[src/rtl/uc_sequencer_p.sv]
// Parametrised microcode sequencer: registered microaddress with conditional
// jump/call/return/map, a LIFO return stack, a hardware loop counter and stall.
module uc_sequencer_p #(
  parameter int ADDR_WIDTH  = 12,
  parameter int STACK_DEPTH = 4,
  parameter int COUNT_WIDTH = 8,
  parameter int NUM_COND    = 8,
  parameter int RESET_ADDR  = 0,
  localparam int CSW = (NUM_COND > 1) ? $clog2(NUM_COND) : 1,
  localparam int DW  = $clog2(STACK_DEPTH + 1)
) (
  input  logic                  clock,
  input  logic                  reset,
  input  logic                  stall,
  input  logic [2:0]            op,
  input  logic [CSW-1:0]        cond_sel,
  input  logic                  cond_invert,
  input  logic [NUM_COND-1:0]   cond_in,
  input  logic [ADDR_WIDTH-1:0] din,
  input  logic [ADDR_WIDTH-1:0] map_in,
  output logic [ADDR_WIDTH-1:0] uc_address,
  output logic [DW-1:0]         depth,
  output logic                  count_zero,
  output logic                  stack_overflow,
  output logic                  stack_underflow
);

  localparam int SW = (STACK_DEPTH > 1) ? $clog2(STACK_DEPTH) : 1;

  localparam logic [2:0] OP_NEXT   = 3'd0;
  localparam logic [2:0] OP_JUMP   = 3'd1;
  localparam logic [2:0] OP_CALL   = 3'd2;
  localparam logic [2:0] OP_RETURN = 3'd3;
  localparam logic [2:0] OP_MAP    = 3'd4;
  localparam logic [2:0] OP_LDCNT  = 3'd5;
  localparam logic [2:0] OP_LOOP   = 3'd6;
  localparam logic [2:0] OP_HOLD   = 3'd7;

  logic [ADDR_WIDTH-1:0]  r_addr;
  logic [DW-1:0]          r_depth;
  logic [COUNT_WIDTH-1:0] r_count;
  logic                   r_ovf;
  logic                   r_unf;
  logic [ADDR_WIDTH-1:0]  r_stack [STACK_DEPTH];

  logic [ADDR_WIDTH-1:0]  w_inc;
  logic                   w_take;
  logic [DW-1:0]          w_depth_m1;
  logic [SW-1:0]          w_push_idx;
  logic [SW-1:0]          w_pop_idx;
  logic                   w_push;
  logic [ADDR_WIDTH-1:0]  w_addr_nxt;
  logic [DW-1:0]          w_depth_nxt;
  logic [COUNT_WIDTH-1:0] w_count_nxt;
  logic                   w_ovf_nxt;
  logic                   w_unf_nxt;

  assign w_inc      = r_addr + ADDR_WIDTH'(1);
  assign w_depth_m1 = r_depth - DW'(1);
  assign w_push_idx = r_depth[SW-1:0];
  assign w_pop_idx  = w_depth_m1[SW-1:0];
  // cond_sel 0 is the hard-wired "always" condition; cond_in[0] is never used
  assign w_take     = ((cond_sel == CSW'(0)) ? 1'b1 : cond_in[cond_sel]) ^ cond_invert;

  always_comb begin
    w_addr_nxt  = r_addr;
    w_depth_nxt = r_depth;
    w_count_nxt = r_count;
    w_ovf_nxt   = r_ovf;
    w_unf_nxt   = r_unf;
    w_push      = 1'b0;
    case (op)
      OP_NEXT: w_addr_nxt = w_inc;
      OP_JUMP: w_addr_nxt = w_take ? din : w_inc;
      OP_CALL: begin
        if (!w_take) begin
          w_addr_nxt = w_inc;
        end else if (r_depth == DW'(STACK_DEPTH)) begin
          // full stack: still jump, but the return address is lost
          w_addr_nxt = din;
          w_ovf_nxt  = 1'b1;
        end else begin
          w_addr_nxt  = din;
          w_push      = 1'b1;
          w_depth_nxt = r_depth + DW'(1);
        end
      end
      OP_RETURN: begin
        if (!w_take) begin
          w_addr_nxt = w_inc;
        end else if (r_depth == DW'(0)) begin
          w_addr_nxt = w_inc;
          w_unf_nxt  = 1'b1;
        end else begin
          w_addr_nxt  = r_stack[w_pop_idx];
          w_depth_nxt = w_depth_m1;
        end
      end
      OP_MAP: w_addr_nxt = w_take ? map_in : w_inc;
      OP_LDCNT: begin
        w_count_nxt = din[COUNT_WIDTH-1:0];
        w_addr_nxt  = w_inc;
      end
      OP_LOOP: begin
        if (r_count != COUNT_WIDTH'(0)) begin
          w_count_nxt = r_count - COUNT_WIDTH'(1);
          w_addr_nxt  = din;
        end else begin
          w_addr_nxt = w_inc;
        end
      end
      OP_HOLD: w_addr_nxt = r_addr;
      default: w_addr_nxt = r_addr;
    endcase
  end

  always_ff @(posedge clock) begin
    if (reset) begin
      r_addr  <= ADDR_WIDTH'(RESET_ADDR);
      r_depth <= '0;
      r_count <= '0;
      r_ovf   <= 1'b0;
      r_unf   <= 1'b0;
    end else if (!stall) begin
      r_addr  <= w_addr_nxt;
      r_depth <= w_depth_nxt;
      r_count <= w_count_nxt;
      r_ovf   <= w_ovf_nxt;
      r_unf   <= w_unf_nxt;
    end else begin
      r_addr  <= r_addr;
    end
  end

  // Stack storage needs no reset: entries above depth are never read
  always_ff @(posedge clock) begin
    if (!reset && !stall && w_push) begin
      r_stack[w_push_idx] <= w_inc;
    end
  end

  assign uc_address      = r_addr;
  assign depth           = r_depth;
  assign count_zero      = (r_count == COUNT_WIDTH'(0));
  assign stack_overflow  = r_ovf;
  assign stack_underflow = r_unf;

endmodule
[config.mk]
export PLATFORM = sky130hd
export DESIGN_NAME = uc_sequencer_p
export DESIGN_NICKNAME = d
export VERILOG_FILES = /design/src/rtl/uc_sequencer_p.sv
export SDC_FILE = /design/constraint.sdc
export NUM_CORES = 1
export LEC_CHECK = 0
export CORE_MARGIN = 5
export CORE_UTILIZATION = 59
export DETAILED_ROUTE_END_ITERATION = 10
export PLACE_DENSITY = 0.94
export RECOVER_POWER = 50
export SETUP_SLACK_MARGIN = 0.3
export SYNTH_ARGS = -nofsm -noshare
export SYNTH_HDL_FRONTEND = slang
export SYNTH_SLANG_ARGS = --single-unit
[constraint.sdc]
create_clock -name clock -period 7.05 [get_ports clock]
set_input_delay 1.41 -clock clock [delete_from_list [all_inputs] [get_ports clock]]
set_output_delay 1.41 -clock clock [all_outputs]
set_load 0.01 [all_outputs]
==> results of run 1 <==
-- worst max-delay path, delay by kind of cell --
family / cells / cell delay [ns]
AO/OA/AOI/OAI: 1 / 0.48
XOR/XNOR: 1 / 1.78
buffers and inverters: 1 / 0.50
AND/OR/NAND/NOR: 4 / 1.12
-- registers in the layout (all words and copies together) (netlist names) --
| name | flops |
|---|---|
| uc_address | 12 |
| depth | 3 |
| r_stack | 48 |
| stack_underflow | 1 |
| stack_overflow | 1 |
| r_count | 8 |
-- metrics by stage --
stage / hold slack, ns / instances / power, mW
after floorplan: 0.457 / 378 / 0.620
after global placement: 0.465 / 513 / 0.680
after detailed placement: 0.478 / 513 / 0.688
after CTS: 0.491 / 529 / 1.04
after global routing: 0.510 / 529 / 1.08
final: 0.481 / 529 / 1.05
-- power by group through the flow --
stage | logic (mW) | registers (mW) | clock network [mW]
CTS | 0.201 | 0.480 | 0.363
global route | 0.215 | 0.482 | 0.384
finish | 0.201 | 0.480 | 0.364
global placement | 0.190 | 0.489 | 0
floorplan | 0.132 | 0.488 | 0
detailed placement | 0.198 | 0.490 | 0
-- area by class of cell --
class,count,area share [%]
clock buffers,9,2.50
clock inverters,7,1.87
inverters,11,0.833
multi-input cells,272,41.0
flip-flops and latches,73,39.2
well taps,96,2.42
repair buffers,61,12.2
-- layer usage --
metal | vias up | GRT usage [%] | part of all wire [%]
li1 | 1548 | - | -
met1 | 1693 | 35.6 | 39
met2 | 259 | 40.4 | 47
met3 | 51 | 4.73 | 9.6
met4 | 0 | 13.1 | 4.1
met5 | - | 0 | 0
-- cells in the mapped netlist, types with 2 or more instances --
cell type,instances,area share (%)
sky130_fd_sc_hd__a2111oi_2,7,2.5
sky130_fd_sc_hd__dfxtp_1,25,12
sky130_fd_sc_hd__nor3_1,6,0.72
sky130_fd_sc_hd__nand2b_1,5,0.75
sky130_fd_sc_hd__nor2_1,44,4.0
sky130_fd_sc_hd__a22oi_1,13,2.3
sky130_fd_sc_hd__buf_6,4,1.1
sky130_fd_sc_hd__inv_1,11,0.99
sky130_fd_sc_hd__ha_1,7,2.1
sky130_fd_sc_hd__a31oi_1,3,0.45
sky130_fd_sc_hd__nand3_1,7,0.84
sky130_fd_sc_hd__nor2b_1,8,1.2
sky130_fd_sc_hd__mux4_2,12,6.5
sky130_fd_sc_hd__nor3_2,2,0.48
sky130_fd_sc_hd__xor2_1,5,1.1
sky130_fd_sc_hd__xnor2_1,10,2.1
sky130_fd_sc_hd__nor4_2,3,0.90
sky130_fd_sc_hd__nor3b_1,2,0.36
sky130_fd_sc_hd__or2_2,3,0.45
sky130_fd_sc_hd__and3_1,5,0.75
sky130_fd_sc_hd__a2111oi_1,3,0.72
sky130_fd_sc_hd__nor4_1,4,0.60
sky130_fd_sc_hd__buf_1,2,0.18
sky130_fd_sc_hd__a211oi_1,2,0.36
sky130_fd_sc_hd__mux2i_1,10,2.4
sky130_fd_sc_hd__clkbuf_1,10,0.90
sky130_fd_sc_hd__mux2_1,2,0.54
sky130_fd_sc_hd__a32o_1,2,0.48
sky130_fd_sc_hd__o31ai_1,3,0.54
sky130_fd_sc_hd__a221o_1,4,0.96
sky130_fd_sc_hd__buf_2,5,0.60
sky130_fd_sc_hd__o21ai_1,4,0.48
sky130_fd_sc_hd__a21oi_1,10,1.2
sky130_fd_sc_hd__nand2_1,26,2.3
sky130_fd_sc_hd__a221oi_1,9,1.9
sky130_fd_sc_hd__a22o_1,3,0.63
sky130_fd_sc_hd__o21ai_0,23,2.8
sky130_fd_sc_hd__a211oi_2,2,0.60
sky130_fd_sc_hd__a211o_1,2,0.42
sky130_fd_sc_hd__edfxtp_1,48,35
-- worst max path at each step --
| stage | end | startpoint |
|---|---|---|
| 3_3_place_gp | uc_address[3]$_SDFFE_PP0P_ | op[0] |
| 4_1_cts | uc_address[3]$_SDFFE_PP0P_ | op[0] |
| 6_report | r_stack[2][3]$_DFFE_PP_ | cond_sel[0] |
| 2_1_floorplan | r_stack[0][0]$_DFFE_PP_ | cond_sel[0] |
| 5_1_grt | uc_address[3]$_SDFFE_PP0P_ | cond_sel[0] |
| 3_5_place_dp | uc_address[3]$_SDFFE_PP0P_ | op[0] |
-- cells by family after synthesis --
family | Yosys count | share of synthesized area [%]
fa+ha+maj | 7 | 2.10
simple gates | 123 | 15.0
xor+xnor | 17 | 4.21
buf+inv | 33 | 3.94
flops | 73 | 46.6
mux | 25 | 9.70
compound gates | 100 | 18.4
==> report_table.html, run 1 <==
<table>
<tr><th>Metric</th><th>Value</th></tr>
<tr><th colspan="2">Placement</th></tr>
<tr><td>Final GP Congestion</td><td>0.905</td></tr>
<tr><td>Number of buffers inserted by port buffering</td><td>58</td></tr>
<tr><td>Detailed Place HPWL</td><td>7400 um</td></tr>
<tr><td>Pre-CTS setup slack</td><td>2.47 ns</td></tr>
<tr><td>Area of placed instances</td><td>4770 um^2</td></tr>
<tr><th colspan="2">Clocking</th></tr>
<tr><td>Post-CTS setup-driven buffer insertion count</td><td>0</td></tr>
<tr><td>CTS tree</td><td>yes</td></tr>
<tr><td>Max clock buf depth</td><td>2</td></tr>
<tr><td>Root Buffer Master</td><td>sky130_fd_sc_hd__clkbuf_8</td></tr>
<tr><td>Htree depth</td><td>3</td></tr>
<tr><td>Clock network latency to the later pin of the worst-skew pair</td><td>0.35 ns</td></tr>
<tr><td>Sinks on Clock Net</td><td>73</td></tr>
<tr><td>Total clock buffers created by CTS</td><td>9</td></tr>
<tr><td>Number of hold buffers added after CTS</td><td>0</td></tr>
<tr><td>Quantity of gates resized following cts</td><td>0</td></tr>
<tr><td>Clock Pin Slew Worst Setup and Hold Paths</td><td>0.08 ns</td></tr>
<tr><th colspan="2">Floorplan</th></tr>
<tr><td>I/O pin count</td><td>60</td></tr>
<tr><td>Placeable core region</td><td>6830 um^2</td></tr>
<tr><td>Horizontal die dimension</td><td>94.0 um</td></tr>
<tr><td>Number of placement rows</td><td>30</td></tr>
<tr><td>Starting density of the core</td><td>61.0%</td></tr>
<tr><td>Die Outline Area</td><td>8840 um^2</td></tr>
<tr><td>Die Y-Extent</td><td>94.0 um</td></tr>
<tr><th colspan="2">Cells and area</th></tr>
<tr><td>Leading cell type in the layout, fill and taps excluded</td><td>sky130_fd_sc_hd__edfxtp_1</td></tr>
<tr><td>Number of fill cells</td><td>474</td></tr>
<tr><td>Proportion of layout cells with a drive suffix above 1</td><td>12.0%</td></tr>
<tr><td>Final non-filler cell area</td><td>4960 um^2</td></tr>
<tr><td>Area of combinational cells with multiple inputs</td><td>2030 um^2</td></tr>
<tr><td>Sequential cell area</td><td>1940 um^2</td></tr>
<tr><td>Layout Area Growth over Synthesis</td><td>19.0%</td></tr>
<tr><td>Finished Core Util</td><td>72.6%</td></tr>
<tr><td>Top library cells by usage in the layout, fill and taps aside</td><td>sky130_fd_sc_hd__edfxtp_1 (48), sky130_fd_sc_hd__nor2_1 (44), sky130_fd_sc_hd__clkdlybuf4s50_1 (39)</td></tr>
<tr><td>NumNets Final</td><td>477</td></tr>
<tr><td>N_diodes</td><td>0</td></tr>
<tr><th colspan="2">STA</th></tr>
<tr><td>Minimum setup slack in the final design</td><td>1.74 ns</td></tr>
<tr><td>Endpoints failing setup</td><td>0</td></tr>
<tr><td>Post-route setup TNS</td><td>0 ns</td></tr>
<tr><td>Clock period minus worst slack</td><td>5.31 ns</td></tr>
<tr><td>Post-Route Skew</td><td>0.00872 ns</td></tr>
<tr><td>Unrepaired setup endpoints after global routing</td><td>false</td></tr>
<tr><td>Final count of pins violating max slew</td><td>29</td></tr>
<tr><td>Part of the cycle the worst path needs</td><td>75.4%</td></tr>
<tr><td>Slew at the pin with the worst max-slew slack</td><td>2.35 ns</td></tr>
<tr><td>Highest Clock Rate</td><td>188 MHz</td></tr>
<tr><td>Final Hold Viols</td><td>0</td></tr>
<tr><td>Rel. slew slack</td><td>-57.2%</td></tr>
<tr><th colspan="2">Critical path</th></tr>
<tr><td>Worst Reg-to-Reg Cells</td><td>7</td></tr>
<tr><td>Setup slack, reg-to-reg</td><td>3.41 ns</td></tr>
<tr><td>Setup CP Type</td><td>in2reg</td></tr>
<tr><td>Startpoint of the most critical register-to-register path</td><td>depth[0]$_SDFFE_PP0P_</td></tr>
<tr><td>CP Cell Sequence</td><td>clkdlybuf4s50_1, or2b_2, o22ai_1, nor2_4, xor2_1, nor4_2, and3_1</td></tr>
<tr><td>Arrival time worst endpoint</td><td>5.32 ns</td></tr>
<tr><td>Endpoint of the worst register-to-register path</td><td>uc_address[11]$_SDFFE_PP0P_</td></tr>
<tr><td>Largest incremental delay on the critical path</td><td>1.78 ns</td></tr>
<tr><td>Critical Path Start Type</td><td>input port</td></tr>
<tr><td>Required time of the critical path</td><td>7.06 ns</td></tr>
<tr><td>Crit-path slowest cell</td><td>sky130_fd_sc_hd__xor2_1</td></tr>
<tr><td>Top fanout value on the critical path</td><td>28</td></tr>
<tr><td>Worst setup EP type</td><td>register</td></tr>
<tr><th colspan="2">Logic synthesis</th></tr>
<tr><td>Most instantiated flip-flop cell in the synthesis netlist</td><td>sky130_fd_sc_hd__edfxtp_1</td></tr>
<tr><td>Post-Syn Area</td><td>4170 um^2</td></tr>
<tr><td>Number of register bits inferred by synthesis</td><td>73</td></tr>
<tr><td>Library cells used by synthesis</td><td>62</td></tr>
<tr><td>Sequential share of the synthesized area</td><td>46.6%</td></tr>
<tr><td>Async S/R FF share, synth</td><td>0%</td></tr>
<tr><td>Synthesized Nets</td><td>427</td></tr>
<tr><td>Synth Area per Inst</td><td>11.0 um^2</td></tr>
<tr><td>Number of enable flip-flop cells after synthesis</td><td>48</td></tr>
<tr><td>Synthesized netlist cell count</td><td>378</td></tr>
<tr><td>Synth Warn #</td><td>0</td></tr>
<tr><th colspan="2">Detailed routing</th></tr>
<tr><td>Drt pass-1 iters</td><td>7</td></tr>
<tr><td>Via Count</td><td>3551</td></tr>
<tr><td>DR DRC count</td><td>0</td></tr>
<tr><td>Routed wire per std cell</td><td>20.9 um</td></tr>
<tr><td>DRC violation total after the first TritonRoute iteration</td><td>536</td></tr>
<tr><td>Remaining antenna violation count</td><td>0</td></tr>
<tr><td>Total length of routed wires</td><td>11100 um</td></tr>
<tr><td>Average vias per placed instance</td><td>6.71</td></tr>
<tr><th colspan="2">Global route</th></tr>
<tr><td>Remaining global-route overflow</td><td>0</td></tr>
<tr><td>Global-route usage over all layers</td><td>26.2%</td></tr>
<tr><td>Initial antenna violation count</td><td>0</td></tr>
<tr><td>Vias in the first global route</td><td>3439</td></tr>
<tr><td>Global-route wire length before repair</td><td>17700 um</td></tr>
<tr><td>Maximum number of pins on one net before global-route repair</td><td>29</td></tr>
<tr><th colspan="2">Worst hold path</th></tr>
<tr><td>Worst min path class</td><td>reg2reg</td></tr>
<tr><td>Min-Delay Endpoint</td><td>stack_underflow$_SDFFE_PP0P_</td></tr>
<tr><td>Depth of the worst hold-timing path</td><td>2</td></tr>
<tr><td>Beginning of the worst hold path</td><td>stack_underflow$_SDFFE_PP0P_</td></tr>
<tr><th colspan="2">Pwr</th></tr>
<tr><td>Worst voltage drop across the vdd grid</td><td>0.000159 V</td></tr>
<tr><td>Switching portion of total power</td><td>27.9%</td></tr>
<tr><td>Power density relative to cell area</td><td>211 nW/um^2</td></tr>
<tr><td>Clock power frac</td><td>34.8%</td></tr>
<tr><td>Switching pwr</td><td>0.291 mW</td></tr>
<tr><td>Leak Pwr</td><td>1.77 nW</td></tr>
<tr><td>Internal power consumption</td><td>0.754 mW</td></tr>
<tr><td>Logic pwr share</td><td>19.2%</td></tr>
<tr><td>Share of total power in sequential cells</td><td>46.0%</td></tr>
<tr><th colspan="2">Outcome</th></tr>
<tr><td>Outcome</td><td>finished, violations left</td></tr>
<tr><td>Violated checks</td><td>capacitance limit, slew limit</td></tr>
<tr><th colspan="2">Run</th></tr>
<tr><td>Max Cap Viol</td><td>1</td></tr>
</table>
Note: power is estimated with default switching activity, not from simulation.
==> run 2: changes to the inputs <==
CORE_UTILIZATION = 55   (was 59)
PLACE_DENSITY = 0.89   (was 0.94)
clock period = 5.05 ns   (was 7.05 ns; I/O delays follow)
==> report_table.html, run 2 (same netlist as run 1, synthesis figures left out) <==
<table>
<tr><th>Metric</th><th>Value</th></tr>
<tr><th colspan="2">Worst hold path</th></tr>
<tr><td>Worst min path class</td><td>reg2reg</td></tr>
<tr><td>Depth of the worst hold-timing path</td><td>2</td></tr>
<tr><td>Beginning of the worst hold path</td><td>stack_overflow$_SDFFE_PP0P_</td></tr>
<tr><td>Min-Delay Endpoint</td><td>stack_overflow$_SDFFE_PP0P_</td></tr>
<tr><th colspan="2">Cells and area</th></tr>
<tr><td>NumNets Final</td><td>481</td></tr>
<tr><td>N_diodes</td><td>0</td></tr>
<tr><td>Number of flip-flops under the largest register name</td><td>48</td></tr>
<tr><td>Layout Cells excl Fill</td><td>536</td></tr>
<tr><td>Final non-filler cell area</td><td>5000 um^2</td></tr>
<tr><td>Proportion of layout cells with a drive suffix above 1</td><td>12.8%</td></tr>
<tr><td>Largest Register</td><td>r_stack</td></tr>
<tr><td>Layout Area Growth over Synthesis</td><td>20.0%</td></tr>
<tr><td>Top library cells by usage in the layout, fill and taps aside</td><td>sky130_fd_sc_hd__edfxtp_1 (48), sky130_fd_sc_hd__nor2_1 (44), sky130_fd_sc_hd__clkdlybuf4s50_1 (41)</td></tr>
<tr><td>Number of fill cells</td><td>548</td></tr>
<tr><td>Leading cell type in the layout, fill and taps excluded</td><td>sky130_fd_sc_hd__edfxtp_1</td></tr>
<tr><th colspan="2">Detailed routing</th></tr>
<tr><td>Met2 Routed Length</td><td>5360 um</td></tr>
<tr><td>Via Count</td><td>3348</td></tr>
<tr><td>Average vias per placed instance</td><td>6.25</td></tr>
<tr><td>DRC violation total after the first TritonRoute iteration</td><td>306</td></tr>
<tr><td>DRT met1 WL</td><td>4310 um</td></tr>
<tr><td>Highest metal layer with signal wires</td><td>met4</td></tr>
<tr><td>Remaining antenna violation count</td><td>0</td></tr>
<tr><td>Total length of routed wires</td><td>10700 um</td></tr>
<tr><td>DR DRC count</td><td>0</td></tr>
<tr><td>Routed wire per std cell</td><td>20.0 um</td></tr>
<tr><td>Drt pass-1 iters</td><td>5</td></tr>
<tr><td>Met3 Routed Length</td><td>869 um</td></tr>
<tr><th colspan="2">STA</th></tr>
<tr><td>Final count of pins violating max slew</td><td>0</td></tr>
<tr><td>Part of the cycle the worst path needs</td><td>78.6%</td></tr>
<tr><td>Rel. slew slack</td><td>16.9%</td></tr>
<tr><td>Post-route setup TNS</td><td>0 ns</td></tr>
<tr><td>Minimum setup slack in the final design</td><td>1.08 ns</td></tr>
<tr><td>Post-Route Skew</td><td>0.0143 ns</td></tr>
<tr><td>Highest Clock Rate</td><td>252 MHz</td></tr>
<tr><td>Final Hold Viols</td><td>0</td></tr>
<tr><td>Endpoints failing setup</td><td>0</td></tr>
<tr><td>Clock period minus worst slack</td><td>3.97 ns</td></tr>
<tr><td>Unrepaired setup endpoints after global routing</td><td>false</td></tr>
<tr><td>Slew at the pin with the worst max-slew slack</td><td>1.25 ns</td></tr>
<tr><th colspan="2">Critical path</th></tr>
<tr><td>Required time of the critical path</td><td>5.30 ns</td></tr>
<tr><td>Top fanout value on the critical path</td><td>12</td></tr>
<tr><td>Count of buffering cells on the critical path with inverters included</td><td>1</td></tr>
<tr><td>Top delay family on crit path</td><td>compound AO/OA/AOI/OAI gates</td></tr>
<tr><td>Worst setup EP type</td><td>register</td></tr>
<tr><td>Worst Reg-to-Reg Cells</td><td>8</td></tr>
<tr><td>Setup CP Type</td><td>in2reg</td></tr>
<tr><td>CP Cell Sequence</td><td>clkdlybuf4s50_1, or2b_2, o22ai_1, nor2_4, xnor2_1, o21bai_1, a221o_1, a32o_1</td></tr>
<tr><td>Critical Path Start Type</td><td>input port</td></tr>
<tr><td>Crit-path slowest cell</td><td>sky130_fd_sc_hd__xnor2_1</td></tr>
<tr><td>Arrival time worst endpoint</td><td>4.22 ns</td></tr>
<tr><td>Endpoint of the worst register-to-register path</td><td>uc_address[11]$_SDFFE_PP0P_</td></tr>
<tr><td>Startpoint of the most critical register-to-register path</td><td>depth[0]$_SDFFE_PP0P_</td></tr>
<tr><td>Largest incremental delay on the critical path</td><td>0.91 ns</td></tr>
<tr><td>Setup slack, reg-to-reg</td><td>1.20 ns</td></tr>
<tr><th colspan="2">Placement</th></tr>
<tr><td>Final GP Congestion</td><td>0.900</td></tr>
<tr><td>Placed cell count</td><td>520</td></tr>
<tr><td>Pre-CTS setup slack</td><td>0.906 ns</td></tr>
<tr><td>Detailed Place HPWL</td><td>7520 um</td></tr>
<tr><td>Area of placed instances</td><td>4800 um^2</td></tr>
<tr><td>Number of buffers inserted by port buffering</td><td>58</td></tr>
<tr><th colspan="2">Pwr</th></tr>
<tr><td>Internal power consumption</td><td>1.06 mW</td></tr>
<tr><td>Switching portion of total power</td><td>27.6%</td></tr>
<tr><td>Clock power frac</td><td>35.0%</td></tr>
<tr><td>Share of total power in sequential cells</td><td>45.8%</td></tr>
<tr><td>Switching pwr</td><td>0.403 mW</td></tr>
<tr><td>Logic pwr share</td><td>19.2%</td></tr>
<tr><td>Worst voltage drop across the vdd grid</td><td>0.000278 V</td></tr>
<tr><td>Overall Power</td><td>1.46 mW</td></tr>
<tr><td>Leak Pwr</td><td>1.79 nW</td></tr>
<tr><td>Power density relative to cell area</td><td>292 nW/um^2</td></tr>
<tr><th colspan="2">Floorplan</th></tr>
<tr><td>Horizontal die dimension</td><td>97.0 um</td></tr>
<tr><td>I/O pin count</td><td>60</td></tr>
<tr><td>Starting density of the core</td><td>56.8%</td></tr>
<tr><td>Number of placement rows</td><td>31</td></tr>
<tr><td>Die Y-Extent</td><td>97.0 um</td></tr>
<tr><td>Placeable core region</td><td>7330 um^2</td></tr>
<tr><td>Die Outline Area</td><td>9410 um^2</td></tr>
<tr><th colspan="2">Global route</th></tr>
<tr><td>Global-route wire length before repair</td><td>17200 um</td></tr>
<tr><td>Maximum number of pins on one net before global-route repair</td><td>29</td></tr>
<tr><td>Initial antenna violation count</td><td>0</td></tr>
<tr><td>Global-route usage over all layers</td><td>22.8%</td></tr>
<tr><td>Vias in the first global route</td><td>3357</td></tr>
<tr><td>Remaining global-route overflow</td><td>0</td></tr>
<tr><th colspan="2">Clocking</th></tr>
<tr><td>CTS tree</td><td>yes</td></tr>
<tr><td>Clock Pin Slew Worst Setup and Hold Paths</td><td>0.09 ns</td></tr>
<tr><td>Number of hold buffers added after CTS</td><td>0</td></tr>
<tr><td>Quantity of gates resized following cts</td><td>0</td></tr>
<tr><td>Clock network latency to the later pin of the worst-skew pair</td><td>0.35 ns</td></tr>
<tr><td>Max clock buf depth</td><td>2</td></tr>
<tr><td>Root Buffer Master</td><td>sky130_fd_sc_hd__clkbuf_8</td></tr>
<tr><td>Total clock buffers created by CTS</td><td>9</td></tr>
<tr><td>Sinks on Clock Net</td><td>73</td></tr>
<tr><td>Htree depth</td><td>3</td></tr>
<tr><td>Post-CTS setup-driven buffer insertion count</td><td>0</td></tr>
<tr><th colspan="2">Outcome</th></tr>
<tr><td>Outcome</td><td>complete, no violations</td></tr>
<tr><th colspan="2">Run</th></tr>
<tr><td>Max Cap Viol</td><td>0</td></tr>
</table>
==> run 2: cell types whose count changed in the layout (fill, tap and decap cells not counted), moves of 2 or more <==
cell                              previous run  this run
sky130_fd_sc_hd__dlygate4sd3_1              19        17
sky130_fd_sc_hd__clkinv_1                    2         0
sky130_fd_sc_hd__clkbuf_1                    0         2
sky130_fd_sc_hd__clkdlybuf4s50_1            39        41
sky130_fd_sc_hd__buf_4                       3         6
==> run 2: tightest hold or removal path, stage by stage (launching register included) <==
cell and delay (ns):
sky130_fd_sc_hd__dfxtp_1 0.34, sky130_fd_sc_hd__a31oi_1 0.04, sky130_fd_sc_hd__nor2_1 0.07
==> run 2: final cells by class <==
type                    count  area, um^2  area share [%]
clock buffers              10         128            2.55
clock inverters             6        90.1            1.80
inverters                  11        41.3           0.826
multi-input cells         272        2050            40.9
flip-flops and latches     73        1940            38.8
well taps                  99         124            2.48
repair buffers             65         629            12.6
==> run 2: layer usage <==
metal,vias up,track usage [%]
met5,-,0
met4,0,6.48
met3,13,6.69
met2,144,38.9
met1,1638,28.0
li1,1553,-
==> run 2: power by group through the flow <==
stage / Combinational [mW] / Clock [mW] / Sequential, mW
after floorplan: 0.184 / 0 / 0.682
after global placement: 0.273 / 0 / 0.682
after detailed placement: 0.280 / 0 / 0.682
after CTS: 0.283 / 0.516 / 0.668
after global routing: 0.304 / 0.545 / 0.670
final: 0.280 / 0.511 / 0.669
==> run 2: worst max path at each step <==
| stage | cells after the start | to | start |
|---|---|---|---|
| floorplan | 7 | r_stack[0][0]$_DFFE_PP_ | cond_sel[0] |
| global placement | 7 | r_stack[2][9]$_DFFE_PP_ | cond_sel[0] |
| detailed placement | 7 | r_stack[1][10]$_DFFE_PP_ | cond_sel[2] |
| CTS | 7 | r_stack[1][9]$_DFFE_PP_ | cond_sel[2] |
| global route | 8 | uc_address[11]$_SDFFE_PP0P_ | depth[0]$_SDFFE_PP0P_ |
| finish | 8 | uc_address[11]$_SDFFE_PP0P_ | cond_sel[0] |
==> run 2: stage by stage <==
step                      hold slack (ns)  utilization, %
after global routing                0.519            68.2
after CTS                           0.488            68.4
after detailed placement            0.467            65.5
final                               0.473            68.2
after global placement              0.452            65.5
after floorplan                     0.457               -
